**src/rtl/hub75_bcm_scan.sv**
```systemverilog
// ---------------------------------------------------------------------------
// hub75_bcm_scan
//
// HUB75 panel scan engine with binary-coded modulation. For each scan row it
// shifts BITS bit planes out of an external framebuffer (one pixel word per
// column, fixed read latency), latches each plane and shows it for
// BASE_ON << plane clk cycles. The row-select chain is clocked once per row,
// ahead of that row's first plane. At every frame end a pending swap request
// flips the displayed framebuffer half.
//
// Ports
//   clk, rst      system clock, synchronous active-low reset
//   en            run enable, only acted on between frames
//   swap_req      level request to flip the displayed buffer half
//   swap_ack      one-cycle pulse when the flip happens
//   buf_sel       framebuffer half currently displayed
//   rd_en/rd_addr framebuffer read strobe and {buf_sel, row, col} address
//   rd_data       pixel word; channel k colour c at [(k*3+c)*BITS +: BITS]
//   rgb           current bit plane, pin k*3+c
//   clk_out, lat, blank   panel shift clock, latch, output disable (1 = dark)
//   row_clk, row_data     row-select shift chain
//   frame_start   one-cycle pulse when a frame begins
// ---------------------------------------------------------------------------
module hub75_bcm_scan #(
   parameter int CH      = 4,
   parameter int COLS    = 64,
   parameter int ROWS    = 32,
   parameter int BITS    = 8,
   parameter int CLK_DIV = 2,
   parameter int RD_LAT  = 2,
   parameter int BASE_ON = 4
) (
   input  logic                               clk,
   input  logic                               rst,
   input  logic                               en,
   input  logic                               swap_req,
   output logic                               swap_ack,
   output logic                               buf_sel,
   output logic                               rd_en,
   output logic [$clog2(ROWS)+$clog2(COLS):0] rd_addr,
   input  logic [CH*3*BITS-1:0]               rd_data,
   output logic [CH*3-1:0]                    rgb,
   output logic                               clk_out,
   output logic                               lat,
   output logic                               blank,
   output logic                               row_clk,
   output logic                               row_data,
   output logic                               frame_start
);

   localparam int RW     = $clog2(ROWS);
   localparam int CW     = $clog2(COLS);
   localparam int BW     = (BITS > 1) ? $clog2(BITS) : 1;
   localparam int PER    = 2 * CLK_DIV + RD_LAT + 1;
   localparam int ON_MAX = BASE_ON << (BITS - 1);
   localparam int T_MAX  = (PER > ON_MAX) ? PER : ON_MAX;
   localparam int TW     = $clog2(T_MAX + 1);

   localparam logic [TW-1:0] T_ONE    = TW'(1);
   localparam logic [TW-1:0] T_SAMPLE = TW'(RD_LAT);
   localparam logic [TW-1:0] T_RISE   = TW'(RD_LAT + CLK_DIV);
   localparam logic [TW-1:0] T_LAST   = TW'(PER - 1);
   localparam logic [TW-1:0] ON_BASE  = TW'(BASE_ON);
   localparam logic [CW-1:0] COL_LAST = CW'(COLS - 1);
   localparam logic [RW-1:0] ROW_LAST = RW'(ROWS - 1);
   localparam logic [BW-1:0] BIT_LAST = BW'(BITS - 1);

   typedef enum logic [2:0] {
      IDLE, SHIFT, ROWSEL, LATCH, DISPLAY, FRAME_END
   } state_t;

   state_t            state_q, state_d;
   // tmr is the column phase in SHIFT, the cycle index in ROWSEL and the
   // remaining on-time in DISPLAY.
   logic [TW-1:0]     tmr_q, tmr_d;
   logic [CW-1:0]     col_q, col_d;
   logic [RW-1:0]     row_q, row_d;
   logic [BW-1:0]     bit_q, bit_d;
   logic              buf_q, buf_d;
   logic [CH*3-1:0]   rgb_q, rgb_d;
   logic              fs_q, fs_d;
   logic              ack_q, ack_d;

   // Pick bit b of every colour component in the fetched pixel word.
   function automatic logic [CH*3-1:0] plane_of(input logic [CH*3*BITS-1:0] d,
                                               input logic [BW-1:0]         b);
      logic [BITS-1:0] w;
      for (int i = 0; i < CH * 3; i++) begin
         w           = d[i*BITS +: BITS];
         plane_of[i] = w[b];
      end
   endfunction

   always_comb begin
      // NOTE: every signal written here gets a default first, so no path can
      // leave one unassigned and infer a latch.
      state_d  = state_q;
      tmr_d    = tmr_q;
      col_d    = col_q;
      row_d    = row_q;
      bit_d    = bit_q;
      buf_d    = buf_q;
      rgb_d    = rgb_q;
      fs_d     = 1'b0;
      ack_d    = 1'b0;
      rd_en    = 1'b0;
      rd_addr  = '0;
      clk_out  = 1'b0;
      lat      = 1'b0;
      blank    = 1'b1;
      row_clk  = 1'b0;
      row_data = 1'b0;

      unique case (state_q)
         IDLE: begin
            if (en) begin
               fs_d    = 1'b1;
               row_d   = '0;
               bit_d   = '0;
               col_d   = '0;
               tmr_d   = '0;
               state_d = SHIFT;
            end
         end

         SHIFT: begin
            rd_en   = (tmr_q == '0);
            rd_addr = rd_en ? {buf_q, row_q, col_q} : '0;
            // Low half of clk_out covers the rgb update cycle, so data is
            // stable for CLK_DIV cycles before the rising edge.
            clk_out = (tmr_q > T_RISE);
            if (tmr_q == T_SAMPLE) begin
               rgb_d = plane_of(rd_data, bit_q);
            end
            if (tmr_q == T_LAST) begin
               tmr_d = '0;
               if (col_q == COL_LAST) begin
                  col_d   = '0;
                  // The row chain only advances ahead of a row's first plane.
                  state_d = (bit_q == '0) ? ROWSEL : LATCH;
               end else begin
                  col_d = col_q + CW'(1);
               end
            end else begin
               tmr_d = tmr_q + T_ONE;
            end
         end

         ROWSEL: begin
            // A single 1 enters the chain at row 0 and ripples down.
            row_data = (row_q == '0);
            if (tmr_q == '0) begin
               tmr_d = T_ONE;
            end else begin
               row_clk = 1'b1;
               tmr_d   = '0;
               state_d = LATCH;
            end
         end

         LATCH: begin
            lat     = 1'b1;
            tmr_d   = (ON_BASE << bit_q) - T_ONE;
            state_d = DISPLAY;
         end

         DISPLAY: begin
            blank = 1'b0;
            if (tmr_q == '0) begin
               if (bit_q != BIT_LAST) begin
                  bit_d   = bit_q + BW'(1);
                  state_d = SHIFT;
               end else if (row_q != ROW_LAST) begin
                  bit_d   = '0;
                  row_d   = row_q + RW'(1);
                  state_d = SHIFT;
               end else begin
                  state_d = FRAME_END;
               end
            end else begin
               tmr_d = tmr_q - T_ONE;
            end
         end

         FRAME_END: begin
            if (swap_req) begin
               buf_d = ~buf_q;
               ack_d = 1'b1;
            end
            state_d = IDLE;
         end

         default: state_d = IDLE;
      endcase
   end

   always_ff @(posedge clk) begin
      // NOTE: state registers use non-blocking assignments so every register
      // samples the pre-edge values regardless of statement order.
      if (!rst) begin
         state_q <= IDLE;
         tmr_q   <= '0;
         col_q   <= '0;
         row_q   <= '0;
         bit_q   <= '0;
         buf_q   <= 1'b0;
         rgb_q   <= '0;
         fs_q    <= 1'b0;
         ack_q   <= 1'b0;
      end else begin
         state_q <= state_d;
         tmr_q   <= tmr_d;
         col_q   <= col_d;
         row_q   <= row_d;
         bit_q   <= bit_d;
         buf_q   <= buf_d;
         rgb_q   <= rgb_d;
         fs_q    <= fs_d;
         ack_q   <= ack_d;
      end
   end

   // Pulses are registered so they cannot be asserted while rst is low and
   // so swap_ack appears in the same cycle as the new buf_sel.
   assign frame_start = fs_q;
   assign swap_ack    = ack_q;
   assign buf_sel     = buf_q;
   assign rgb         = rgb_q;

endmodule
```
**config.mk**
```make
export PLATFORM = sky130hd
export DESIGN_NAME = hub75_bcm_scan
export DESIGN_NICKNAME = d
export VERILOG_FILES = /design/src/rtl/hub75_bcm_scan.sv
export SDC_FILE = /design/constraint.sdc
export NUM_CORES = 1
export LEC_CHECK = 0
export CAP_MARGIN = 30
export CORE_UTILIZATION = 40
export CTS_CLUSTER_DIAMETER = 30
export DETAILED_ROUTE_END_ITERATION = 10
export PLACE_DENSITY_LB_ADDON = 0.05
export RECOVER_POWER = 50
export SYNTH_ARGS = -nofsm -noshare
export SYNTH_HDL_FRONTEND = slang
export SYNTH_SLANG_ARGS = --single-unit
```
**constraint.sdc**
```tcl
create_clock -name clk -period 2.3 [get_ports clk]
set_clock_uncertainty 0.1 [all_clocks]
set_input_delay 0.23 -clock clk [delete_from_list [all_inputs] [get_ports clk]]
set_output_delay 0.23 -clock clk [all_outputs]
set_load 0.02 [all_outputs]
```
======== Word-level counts from Yosys, hierarchy flattened ========
Index checks and enable logic that the tools add are counted.
storage, ports and cells
  flip-flop bits (word level) ............. 42
  input bits .............................. 100
  output and inout bits ................... 33
  logic and storage cells ................. 117
cells by class
  $add $sub $neg .......................... 6
  $lt $le $gt $ge ......................... 2
  equal/unequal tests ..................... 19
  shift operators ......................... 1
  muxes and demuxes ....................... 63
  bitwise logic cells ..................... 1
  reductions and logical operators ........ 16
operators with widths
  cell                   count
  $pmux 10 s5            1
  $bmux 1 s3             12
  $mux 3                 11
  $mux 10                3
  $mux 12                2
  $mux 1                 23
  $mux 5                 4
  $sub 10x1->10 const B  2
  $mux 6                 3
  $ne 2x2->1 const B     8
  $pmux 3 s5             1
  $pmux 6 s2             1
  $add 10x1->10 const B  1
  $eq 10x2->1 const B    1
  $eq 10x3->1 const B    1
  $gt 10x3->1 const B    1
  $logic_not 10->1       1
  $pmux 5 s2             1
  $reduce_and 5->1       2
  $shl 3x3->10 const A   1
  $reduce_and 2->1       4
  $add 6x1->6 const B    1
  $eq 3x2->1 const B     2
  $eq 3x3->1 const B     2
  15 further kinds       19

======== Logic depth before layout (Yosys ltp) ========
  depth in word-level cells ............... 5
  gate-level depth with buffers ........... 9
  mapped depth without buffers ............ 8

======== Least setup slack after synthesis ========
OpenSTA, ideal clock, no wires.
  kind .................................... reg-to-reg
  from .................................... reg bit_q[1]
  to ...................................... reg tmr_q[8]
  setup time .............................. 0.134 ns
  arrival time ............................ 2.128 ns
  data required time ...................... 2.066 ns
  setup slack ............................. -0.062 ns
  stages on the path, launching flop included .. 10
  period minus slack after synthesis ...... 2.362 ns
  cells stage by stage .................... dfxtp_1 > clkbuf_1 > clkbuf_1 > inv_1 > ha_1 > nor3_1 > o2111ai_1 > a22oi_1 > xor2_1 > o221ai_1
between the ends
  word-level cells in the longest chain between the ends .. 3
RTL lines
  element                 RTL line  text
  from (decl)             78        logic [BW-1:0] bit_q, bit_d;
  from (signal assigned)  215       bit_q <= bit_d;
  $shl 3x3->10            163       tmr_d = (ON_BASE << bit_q) - T_ONE;
  $sub 10x1->10           163
  $pmux 10 s5             114       unique case (state_q)
  to (signal assigned)    212       tmr_q <= tmr_d;
  to (decl)               75        logic [TW-1:0] tmr_q, tmr_d;
Every way passes these cells.
A chain may end at the register's enable or synchronous reset.

======== Worst setup path in the final report ========
  from .................................... reg tmr_q[6]
  to ...................................... out clk_out
between the ends
  word-level cells in the longest chain between the ends .. 2
RTL lines
  element      RTL line  text
  $gt 10x3->1  131       clk_out = (tmr_q > T_RISE);
  $mux 1       114
  to (decl)    43        output logic clk_out,
Every way passes these cells.

==> results <==
- The number of synthesized register bits is 42.
- In this run the worst hold path is classified as reg2reg.
- Across the VDD grid, the largest voltage drop is 0.000235 V.
- STA classifies the critical path endpoint as a primary output.
- In the final routed layout, each cell accounts on average for 17.0 µm.
- The clock sink count is 42.
- The number of antenna violations at the first check in global routing is 0.
- Of all nets on the critical path, the largest fanout is 3.
- The flow ran to the end, and the final reports show no timing, DRC or antenna violations.
- Entering global routing, the biggest net connects 27 pins.
- The setup-violating endpoint count in the final report is 0.
- The analysis attributes to cell leakage a power of 2.10 nW.
- The kind of start point of the critical path is a flop.
- The fraction of final layout cells with drive strength greater than 1 is 20.4%.
- The final hold violation count came to 0.
- The slowest stage of the critical path is the sky130_fd_sc_hd__or4_4 cell.
- The number of nets in the final layout is 658.
- The count of cells in the finished layout, fillers not included, comes to 650.
- The routed wire length is 11100 µm.
- The initial utilization of the core area, before any placement, comes to 41.5%.
- Fill cells in the final layout number 739.
- From bottom edge to top edge, the die measures 94.4 µm.
- The full die area is 0.00890 mm².
- The relative slew slack is 66.4%.
- The max-slew violation count was 0.
- Dividing total power by cell area gives a power density of 319 mW/mm².
- The via count is 3665.
- Yosys mapped a number of flops with a built-in enable equal to 0.
- The delay of the slowest cell on the worst path is 0.55 ns.
- In the post-synthesis netlist, the biggest area contributors are sky130_fd_sc_hd__dfxtp_1 (25%), sky130_fd_sc_hd__mux4_2 (16%), sky130_fd_sc_hd__ha_1 (5.1%), sky130_fd_sc_hd__nor2_1 (4.8%), sky130_fd_sc_hd__mux2i_1 (4.1%).
- The data arrival time at the worst-slack endpoint is 1.91 ns.
- In this run, distinct cell masters in the synthesized netlist total 62.
- The Yosys step of the flow raised 0 warnings.
- After synthesis, the most frequently instantiated cells are sky130_fd_sc_hd__nor2_1 (44), sky130_fd_sc_hd__dfxtp_1 (42), sky130_fd_sc_hd__mux4_2 (24).
- The clock root buffer master is sky130_fd_sc_hd__clkbuf_8.
- Counting tap cells, the placed design contains a total of 640 instances.
- The via density per instance is 5.64.
- Setup repair after global routing left no endpoint under its margin.
- At the pin with the least slew margin, the transition time is 0.502 ns.
- The share of the clock period used by the worst path after layout is 97.5%.
- Relative to the synthesized area, the layout overhead comes to 50.8%.
- The hold buffer count at CTS is 0.
- The leftover overflow at the end of global routing is 0.
- In this run the horizontal extent of the chip is 94.4 µm.
- The post-layout worst setup margin is 0.0572 ns.
- The number of violations reported at the end of detailed-routing iteration 0 is 230.
- The number of iterations in the first detailed-routing pass is 5.
- Sequential cells were found to cover 24.6% of the synthesized design area.
- The total global-route track usage is 24.1%.
- TritonCTS built the clock tree.
- Routability-driven placement finished with a final weighted congestion of 0.858.
- For this run, design rule violations remaining after detail routing come to 0.
- The floorplan has 33 rows.
- The clock passes through at most 2 buffers.
- The post-route minimum period is 2.24 ns.
- For this run, the top clock speed supported by timing is 446 MHz.
- The antenna violation net count after detailed routing is 0.
- The number of clock buffers added by TritonCTS is 5.
- The dominant cell type by area after synthesis is sky130_fd_sc_hd__dfxtp_1.
- A synthesized cell averages 8.79 µm².
- The number of global-route vias before repair came to 3408.
- The library cell with the highest instance count after synthesis is sky130_fd_sc_hd__nor2_1.
- In this run the count of I/O pins placed on the die edge is 133.
- In this run the cell area of the synthesized design comes to 0.00341 mm².
- The clock reaches the later pin of the worst-skew pair after 0.30 ns.
- Synthesis produced a netlist with a net count of 502.
- The setup slack at placement is -0.116 ns.
- After synthesis, the share of flip-flops with an asynchronous set or reset is 0%.
- The number of antenna cells inserted is 0.
- Max-cap violations in this run came to 0.
- After floorplanning, the core was sized to cover 0.00822 mm².
- The required time reported for the critical path endpoint is 1.97 ns.
- The share of synthesized area in the top cell type comes to 24.6%.
- The clock input transition at the sequential cells of the worst setup and hold paths is 0.09 ns.
- In this run the tool buffered the top-level ports with 132 buffer cells.
- The HPWL after detailed placement is 9020 µm.
- The number of H-tree levels is 2.
- The cell count after synthesis is 388.
- The first global-routing pass estimated 16700 µm of wire.
- Walking the worst path, the cells encountered are or4_4 -> buf_4 -> nor2_1 -> a21oi_1 -> dlygate4sd2_1.
- The most common flop cell mapped by yosys is sky130_fd_sc_hd__dfxtp_1.
- The critical path is of the reg2out type.
[stage by stage]
stage | utilization [%] | setup TNS, ns | total power [mW] | hold WS (ns) | area, µm²
finish | 62.6 | 0 | 1.64 | 0.402 | 5140
global route | 62.6 | 0 | 1.71 | 0.423 | 5140
CTS | 63.0 | -0.0666 | 1.66 | 0.403 | 5180
detailed placement | 61.9 | -0.649 | 1.14 | 0.389 | 5090
global placement | 61.9 | -0.360 | 1.13 | 0.385 | 5090
floorplan | - | 0 | 0.902 | 0.314 | 3410
[critical path, delay by kind of cell (launching register included)]
kind                   cells  cell delay, ns
AOI/OAI and AO/OA          1            0.10
buffers and inverters      2            0.50
and+or+nand+nor            2            0.70
DFF                        1            0.33
[cell usage in the layout, fill, tap and decap left out, types with 9 or more instances in the layout]
master                            count
sky130_fd_sc_hd__a211oi_1            14
sky130_fd_sc_hd__a21oi_1             14
sky130_fd_sc_hd__and3_1              20
sky130_fd_sc_hd__buf_2               11
sky130_fd_sc_hd__buf_4               44
sky130_fd_sc_hd__clkdlybuf4s50_1    101
sky130_fd_sc_hd__dfxtp_1             39
sky130_fd_sc_hd__dlygate4sd3_1       15
sky130_fd_sc_hd__ha_1                14
sky130_fd_sc_hd__inv_1               10
sky130_fd_sc_hd__mux2i_1             14
sky130_fd_sc_hd__mux4_2              24
sky130_fd_sc_hd__nand2_1             21
sky130_fd_sc_hd__nand3_1              9
sky130_fd_sc_hd__nor2_1              44
sky130_fd_sc_hd__nor3_1              16
sky130_fd_sc_hd__o21ai_0             19
sky130_fd_sc_hd__xnor2_1              9
[power breakdown]
part | total, mW | switching [mW] | internal [mW]
clock network | 0.510 | 0.292 | 0.218
logic | 0.394 | 0.144 | 0.250
registers | 0.737 | 0.00409 | 0.733
[cell families after synthesis]
kind of cell | after synthesis | share of synthesized area, %
AO/OA/AOI/OAI | 88 | 18.4
XOR/XNOR | 15 | 3.85
adder cells (fa/ha/maj) | 14 | 5.13
buffers and inverters | 45 | 5.65
flip-flops | 42 | 24.6
multiplexers | 39 | 20.3
AND/OR/NAND/NOR | 145 | 22.0
[cell type report]
| cell class | instances | area, µm² | share of cell area, % |
|---|---|---|---|
| clock buffer | 5 | 68.8 | 1.34 |
| timing repair buffer | 181 | 1640 | 31.8 |
| inverter | 13 | 48.8 | 0.949 |
| clock inverter | 3 | 23.8 | 0.462 |
| tap | 105 | 131 | 2.55 |
| multi-input combinational | 301 | 2390 | 46.4 |
| sequential | 42 | 845 | 16.4 |
[sequential cells by signal (all words and copies together) (netlist names)]
signal,count
col_q,6
state_q,3
bit_q,3
swap_ack,1
rgb,12
frame_start,1
tmr_q,10
row_q,5
buf_sel,1
[worst paths after layout]
kind | from | to | slack (ns) | cells after the start
min | rgb[11]$_SDFFE_PN0P_ | rgb[11]$_SDFFE_PN0P_ | 0.40 | 2
max | tmr_q[6]$_SDFFE_PN0P_ | clk_out | 0.06 | 5
min reg2reg | rgb[11]$_SDFFE_PN0P_ | rgb[11]$_SDFFE_PN0P_ | 0.40 | 2
max reg2reg | tmr_q[6]$_SDFFE_PN0P_ | bit_q[2]$_SDFFE_PN0P_ | 0.14 | 8
[routing by layer]
layer  GRT usage, %  up-vias  wire length, µm
met5              0        -                0
met4           4.62        0              121
met3           3.54       14              586
met2           43.1      128             5720
met1           30.9     1762             4620
li1               -     1761                -
[repair_timing]
| action | CTS | global route |
|---|---|---|
| resized for setup | 60 | 8 |
| setup buffers | 3 | 0 |
| setup endpoints to repair | 17 | 27 |
| pin swaps | 0 | 3 |
(Power assumes the default switching activity.)
